==> src/rtl/usr_pkg.sv <==
// Shared definitions for universal_shift_reg: operation modes and counter sizing.
package usr_pkg;

   typedef enum logic [2:0] {
      HOLD = 3'd0,
      LOAD = 3'd1,
      SHL  = 3'd2,
      SHR  = 3'd3,
      SCLR = 3'd4,
      ROTL = 3'd5,
      ROTR = 3'd6
   } mode_t;

   // Bits needed to represent 0..width shift counts.
   function automatic int unsigned cnt_width(input int unsigned width);
      return $clog2(width + 1);
   endfunction

endpackage

==> src/rtl/usr_shift_counter.sv <==
// Saturating shift counter: clears on load, steps once per shift, sticks at WIDTH.
module usr_shift_counter
   import usr_pkg::*;
#(
   parameter int unsigned WIDTH = 8
) (
   input  logic                            clk,
   input  logic                            clear,
   input  logic                            load,
   input  logic                            step,
   output logic [cnt_width(WIDTH)-1:0]     cnt,
   output logic                            done
);

   localparam int unsigned CW = cnt_width(WIDTH);
   localparam logic [CW-1:0] CNT_MAX = CW'(WIDTH);

   logic [CW-1:0] cnt_q;

   always_ff @(posedge clk or posedge clear) begin
      if (clear) begin
         cnt_q <= '0;
      end else if (load) begin
         cnt_q <= '0;
      end else if (step && (cnt_q != CNT_MAX)) begin
         cnt_q <= cnt_q + 1'b1;
      end
   end

   assign cnt  = cnt_q;
   assign done = (cnt_q == CNT_MAX);

endmodule

==> src/rtl/universal_shift_reg.sv <==
// Universal shift register with load, shifts, sync clear and saturating shift count.
// Rotate modes are built only when UNIVERSAL_SHIFT_REG_ROTATE_EN is defined.
module universal_shift_reg
   import usr_pkg::*;
#(
   parameter int unsigned      WIDTH     = 8,
   parameter logic [WIDTH-1:0] RESET_VAL = '0
) (
   input  logic                        clk,
   input  logic                        clear,
   input  logic                        en,
   input  logic [2:0]                  mode,
   input  logic [WIDTH-1:0]            d,
   input  logic                        sin_l,
   input  logic                        sin_r,
   output logic [WIDTH-1:0]            q,
   output logic [WIDTH-1:0]            qbar,
   output logic                        sout_l,
   output logic                        sout_r,
   output logic [cnt_width(WIDTH)-1:0] cnt,
   output logic                        done
);

   logic [WIDTH-1:0] q_q;
   logic [WIDTH-1:0] q_d;
   logic             cnt_load;
   logic             cnt_step;

   always_comb begin
      q_d      = q_q;
      cnt_load = 1'b0;
      cnt_step = 1'b0;
      if (en) begin
         case (mode)
            LOAD: begin
               q_d      = d;
               cnt_load = 1'b1;
            end
            SHL: begin
               q_d      = {q_q[WIDTH-2:0], sin_l};
               cnt_step = 1'b1;
            end
            SHR: begin
               q_d      = {sin_r, q_q[WIDTH-1:1]};
               cnt_step = 1'b1;
            end
            SCLR: begin
               q_d      = RESET_VAL;
               cnt_load = 1'b1;
            end
`ifdef UNIVERSAL_SHIFT_REG_ROTATE_EN
            ROTL: begin
               q_d      = {q_q[WIDTH-2:0], q_q[WIDTH-1]};
               cnt_step = 1'b1;
            end
            ROTR: begin
               q_d      = {q_q[0], q_q[WIDTH-1:1]};
               cnt_step = 1'b1;
            end
`endif
            default: ;
         endcase
      end
   end

   always_ff @(posedge clk or posedge clear) begin
      if (clear) begin
         q_q <= RESET_VAL;
      end else begin
         q_q <= q_d;
      end
   end

   usr_shift_counter #(
      .WIDTH (WIDTH)
   ) u_counter (
      .clk   (clk),
      .clear (clear),
      .load  (cnt_load),
      .step  (cnt_step),
      .cnt   (cnt),
      .done  (done)
   );

   assign q      = q_q;
   assign qbar   = ~q_q;
   assign sout_l = q_q[WIDTH-1];
   assign sout_r = q_q[0];

endmodule
==> config.mk <==
export PLATFORM = sky130hd
export DESIGN_NAME = universal_shift_reg
export DESIGN_NICKNAME = d
export VERILOG_FILES = /design/src/rtl/usr_pkg.sv /design/src/rtl/usr_shift_counter.sv /design/src/rtl/universal_shift_reg.sv
export SDC_FILE = /design/constraint.sdc
export NUM_CORES = 1
export LEC_CHECK = 0
export CORE_MARGIN = 3
export CORE_UTILIZATION = 38
export CTS_BUF_LIST = sky130_fd_sc_hd__clkbuf_8
export DETAILED_ROUTE_END_ITERATION = 6
export PLACE_DENSITY = 0.87
export SLEW_MARGIN = 20
export SYNTH_ARGS = -nofsm -noshare
export SYNTH_HDL_FRONTEND = slang
export SYNTH_SLANG_ARGS = --single-unit
==> constraint.sdc <==
create_clock -name clk -period 1.2 [get_ports clk]
set_input_delay 0.24 -clock clk [delete_from_list [all_inputs] [get_ports clk]]
set_output_delay 0.24 -clock clk [all_outputs]
set_load 0.1 [all_outputs]
==> results of run 1 <==
==> synth_stat cells, types with 2 or more instances <==
master	count	area, um2
buf_4	3	22.5
o21ai_0	6	30.0
and3_1	4	25.0
o41ai_1	4	35.0
ha_1	2	25.0
xnor2_1	2	17.5
nand3_1	2	10.0
inv_1	12	45.0
nand2_1	9	33.8
o41ai_2	3	48.8
nor2_1	10	37.5
a21oi_1	2	10.0
buf_6	3	33.8
nor3_1	7	35.0
dfrtp_1	12	300
xor2_1	2	17.5
==> kinds of logic after synthesis <==
group | count (synthesis) | synth area share
flip-flops | 12 | 0.356
AO/OA/AOI/OAI | 21 | 0.203
XOR/XNOR | 4 | 0.0416
buffers and inverters | 19 | 0.125
AND/OR/NAND/NOR | 39 | 0.233
multiplexers | 1 | 0.0119
adder cells (fa/ha/maj) | 2 | 0.0297
==> metrics by stage <==
| step | cells | util | hold WS [ns] |
|---|---|---|---|
| after CTS | 195 | 0.963 | 0.288 |
| after detailed placement | 176 | 0.840 | 0.551 |
| after global placement | 176 | 0.840 | 0.539 |
| after floorplan | 98 | - | 0.105 |
==> repair_timing <==
action	4_1_cts
gates resized for setup	29
setup buffers	16
pin swaps	4
setup endpoints to repair	28
==> flow_metrics.py, run 1 <==
metrics = {
    "run_status": {
        "outcome": "aborted with a tool error",
        "lastStage": "5_1_grt",
        "error": "[ERROR DPL-0038] Utilization greater than 100%, impossible to legalize",
    },
    "synth": {
        "syn_avg_cell_area_um2": 8.61,
        "synthCells": 98,
        "syn-num-nets": 116,
        "ys_async_sr_fraction": 1.00,
        "ys.flop_type": "dfrtp_1",
        "synth_seq_area_share": 0.356,
        "synthesis.area_um2": 843,
        "synth_edf_count": 0,
        "ys_seq_elements": 12,
        "yosysWarnings": 0,
        "yosysUniqueCellTypes": 31,
    },
    "clock_network": {
        "numCtsBuffers": 3,
        "clkSinkCount": 12,
        "cts_root_buffer": "clkbuf_8",
        "htreeDepth": 1,
        "clock_path_buffers": 2,
        "postCtsHoldBufs": 0,
    },
    "floorplan": {
        "rows": 16,
        "die_y_um": 53.1,
        "ios": 39,
        "dieWidth_um": 53.1,
        "initial_core_util": 0.417,
    },
    "placement": {
        "postPlaceCellArea_um2": 1700,
        "place_ws_ns": -0.725,
        "placement.io_buffers": 38,
        "globalplace.congestion": 0.820,
        "dp_hpwl_um": 2250,
    },
    "global_routing": {
        "grt_max_degree": 16,
    },
    "sta": {
        "worstEpCategory": "output port",
        "grt_repair_worst_endpoint": "done",
    },
}
==> run 2: changes to the inputs <==
--- a/config.mk
+++ b/config.mk
@@ -5,11 +5,10 @@
 export SDC_FILE = /design/constraint.sdc
 export NUM_CORES = 1
 export LEC_CHECK = 0
-export CORE_MARGIN = 3
-export CORE_UTILIZATION = 38
-export CTS_BUF_LIST = sky130_fd_sc_hd__clkbuf_8
+export CORE_AREA = 3 3 64 66
 export DETAILED_ROUTE_END_ITERATION = 6
-export PLACE_DENSITY = 0.87
+export DIE_AREA = 0 0 67 69
+export PLACE_DENSITY_LB_ADDON = 0.15
 export SLEW_MARGIN = 20
 export SYNTH_ARGS = -nofsm -noshare
 export SYNTH_HDL_FRONTEND = slang
==> constraint.sdc (replaced) <==
create_clock -name clk -period 1.6 [get_ports clk]
set_input_delay 0.32 -clock clk [delete_from_list [all_inputs] [get_ports clk]]
set_output_delay 0.32 -clock clk [all_outputs]
set_load 0.1 [all_outputs]
==> run 2 against run 1 <==
Against the previous run: the flow now finishes, with violations (setup timing); synthesized cell count unchanged; synthesized area unchanged.
==> flow_metrics.py, run 2 <==
metrics = {
    "synth": {
        "syn_avg_cell_area_um2": 8.61,
        "synthTopCellsByCount": "12 x dfrtp_1, 12 x inv_1, 10 x nor2_1",
        "synthCells": 98,
        "yosysUniqueCellTypes": 31,
        "synth_seq_area_share": 0.356,
        "synthSimpleGateAreaFrac": 0.233,
        "yosysWarnings": 0,
        "synthAdderAreaFrac": 0.0297,
        "synthMuxAreaShare": 0.0119,
        "synthesis.area_um2": 843,
        "syn-num-nets": 116,
        "synth_area_leaders": "dfrtp_1 36%, o41ai_2 5.8%, inv_1 5.3%",
        "synth-compound-area-share": 0.203,
        "ys.flop_type": "dfrtp_1",
        "ys_seq_elements": 12,
        "ys_async_sr_fraction": 1.00,
        "yosysTopAreaCellShare": 0.356,
        "synth_top_family_by_area": "simple AND/OR/NAND/NOR gates",
        "synth_top_area_cell": "dfrtp_1",
        "synth_xor_area_frac": 0.0415,
        "synth_edf_count": 0,
    },
    "global_routing": {
        "grtUsageMet3": 0.0261,
        "track_usage": 0.121,
        "antenna_found_initial": 0,
        "grt_max_degree": 17,
        "use_met1": 0.156,
        "grt_pass1_wl_um": 4330,
        "overflow": 0,
        "grt.busiest_layer": "met2",
        "first_global_vias": 918,
        "grt_util_met2": 0.194,
    },
    "sta": {
        "slew_headroom": 0.657,
        "rsz0062_at_grt": "true",
        "finalCritPeriodShare": 1.03,
        "worst_slew_pin_slew_ns": 0.514,
        "final-max-slew-violation-count": 0,
        "fmax_mhz": 608,
        "setup_ws_ns": -0.0447,
        "period_minus_slack_ns": 1.64,
        "hold_violations": 0,
        "fin_skew_ns": 0.00142,
        "setup_violations": 1,
    },
    "floorplan": {
        "core_area_um2": 3630,
        "initial_core_util": 0.232,
        "die_y_um": 69,
        "dieWidth_um": 67,
        "ios": 39,
        "rows": 22,
        "die-area_um2": 4620,
    },
    "pwr": {
        "vdd_drop_max_mv": 1.42,
        "leakage_nw": 0.722,
        "power_density_nw_per_um2": 1490,
    },
    "job": {
        "cap_violations": 0,
    },
    "placement": {
        "placement.io_buffers": 38,
        "globalplace.congestion": 0.805,
        "postPlaceCellArea_um2": 1610,
        "dp_hpwl_um": 2050,
        "place_ws_ns": -0.436,
    },
    "setup_path": {
        "worst-r2r-cell-count": 8,
        "worstSetupStartpoint": "u_counter.cnt[0]",
        "reg2reg_to": "u_counter.cnt[1]",
        "rrSetupSlack_ns": 0.08,
        "required_ns": 1.28,
        "crit_path_max_fanout": 2,
        "startpoint_type": "register",
        "crit_end": "done",
        "critical_path_arrival_ns": 1.32,
        "critPathCaptureType": "output pin",
        "worstReg2RegStart": "u_counter.cnt[0]",
        "worstSetupPathType": "reg2out",
    },
    "detailed_routing": {
        "wire_per_inst_um": 14.6,
        "finalWirelength_um": 2830,
        "via_per_inst": 4.72,
        "route.antenna.remaining_nets": 0,
        "drc": 0,
        "drt_iter0_drc": 47,
        "firstDrtPassIters": 4,
        "dr_total_vias": 916,
    },
    "clock_network": {
        "cts_root_buffer": "clkbuf_8",
        "clock_path_buffers": 2,
        "htreeDepth": 1,
        "clkSinkCount": 12,
        "path_clk_slew_ns": 0.05,
        "cts_tree": "built",
        "clk_latency_ns": 0.24,
        "numCtsBuffers": 3,
        "postCtsHoldBufs": 0,
    },
    "finish": {
        "drive_gt1_frac": 0.527,
        "insertedDiodeCount": 0,
        "finish.instance_area_um2": 1760,
        "final_common_cell": "buf_12",
        "fillers": 358,
        "final_nets": 166,
        "area_growth_pct": 109,
        "final_cell_mix": "23 x buf_12, 12 x clkdlybuf4s50_1, 12 x buf_4",
        "largest_register_ffs": 8,
    },
    "run_status": {
        "outcome": "complete, but fails checks",
        "violations": "setup timing",
    },
    "min_path": {
        "holdCritPathClass": "in2async",
    },
}
## run 2: cell counts after synthesis
Identical to the previous run, type by type.
## run 2: area by class of cell
type,instances,area [um2],area share
Timing Repair Buffer,51,712,0.405
Inverter,12,83.8,0.0477
Sequential cell,12,338,0.192
Clock buffer,3,41.3,0.0235
Multi-Input combinational cell,68,524,0.298
Tap cell,48,60.1,0.0341
## run 2: worst min-delay path by stage
stage,slack [ns],start,cells past startpoint,end
3_3_place_gp,0.59,q[1],2,q[1]
6_report,0.41,clear,2,q[3]
5_1_grt,0.46,clear,2,u_counter.cnt[0]
2_1_floorplan,0.18,clear,1,q[1]
3_5_place_dp,0.59,u_counter.cnt[2],2,u_counter.cnt[2]
4_1_cts,0.43,clear,2,q[4]
## run 2: timing repair
item / 4_1_cts / 5_1_grt
gates resized for setup: 9 / 6
cloned: 0 / 1
setup endpoints to repair: 12 / 10
buffers inserted: 5 / 0
pin swaps: 2 / 2
## run 2: cell families after synthesis
family | after synthesis
compound gates | 21
xor+xnor | 4
fa+ha+maj | 2
buf+inv | 19
flops | 12
mux | 1
simple gates | 39
## run 2: power breakdown
part / internal, mW / switching [mW]
combinational: 0.662 / 1.14
clock: 0.166 / 0.110
sequential: 0.411 / 0.132
total: 1.24 / 1.38
## run 2: metal layers
| metal | wire length [um] | vias to the layer above | part of all wire |
|---|---|---|---|
| met4 | 8 | 0 | 0.0028 |
| met2 | 1420 | 33 | 0.50 |
| met5 | 0 | - | 0 |
| li1 | - | 436 | - |
| met1 | 1220 | 445 | 0.43 |
| met3 | 171 | 2 | 0.060 |
## run 2: metrics by stage
stage | setup TNS (ns) | hold WS, ns | std cells | power (mW) | utilization
floorplan | -0.830 | 0.185 | 98 | 1.62 | -
global placement | -3.70 | 0.592 | 185 | 2.26 | 0.442
detailed placement | -4.10 | 0.588 | 185 | 2.27 | 0.442
CTS | -0.167 | 0.433 | 193 | 2.62 | 0.473
global route | -0.106 | 0.463 | 194 | 2.73 | 0.484
finish | -0.0447 | 0.412 | 194 | 2.62 | 0.484
## run 2: worst max-delay path, stage by stage, from the launching register on
cell,delay (ns)
dfrtp_4,0.48
inv_4,0.07
ha_4,0.11
nand3b_1,0.13
clkinvlp_4,0.12
buf_12,0.17
Power figures use the tool's default switching activity.
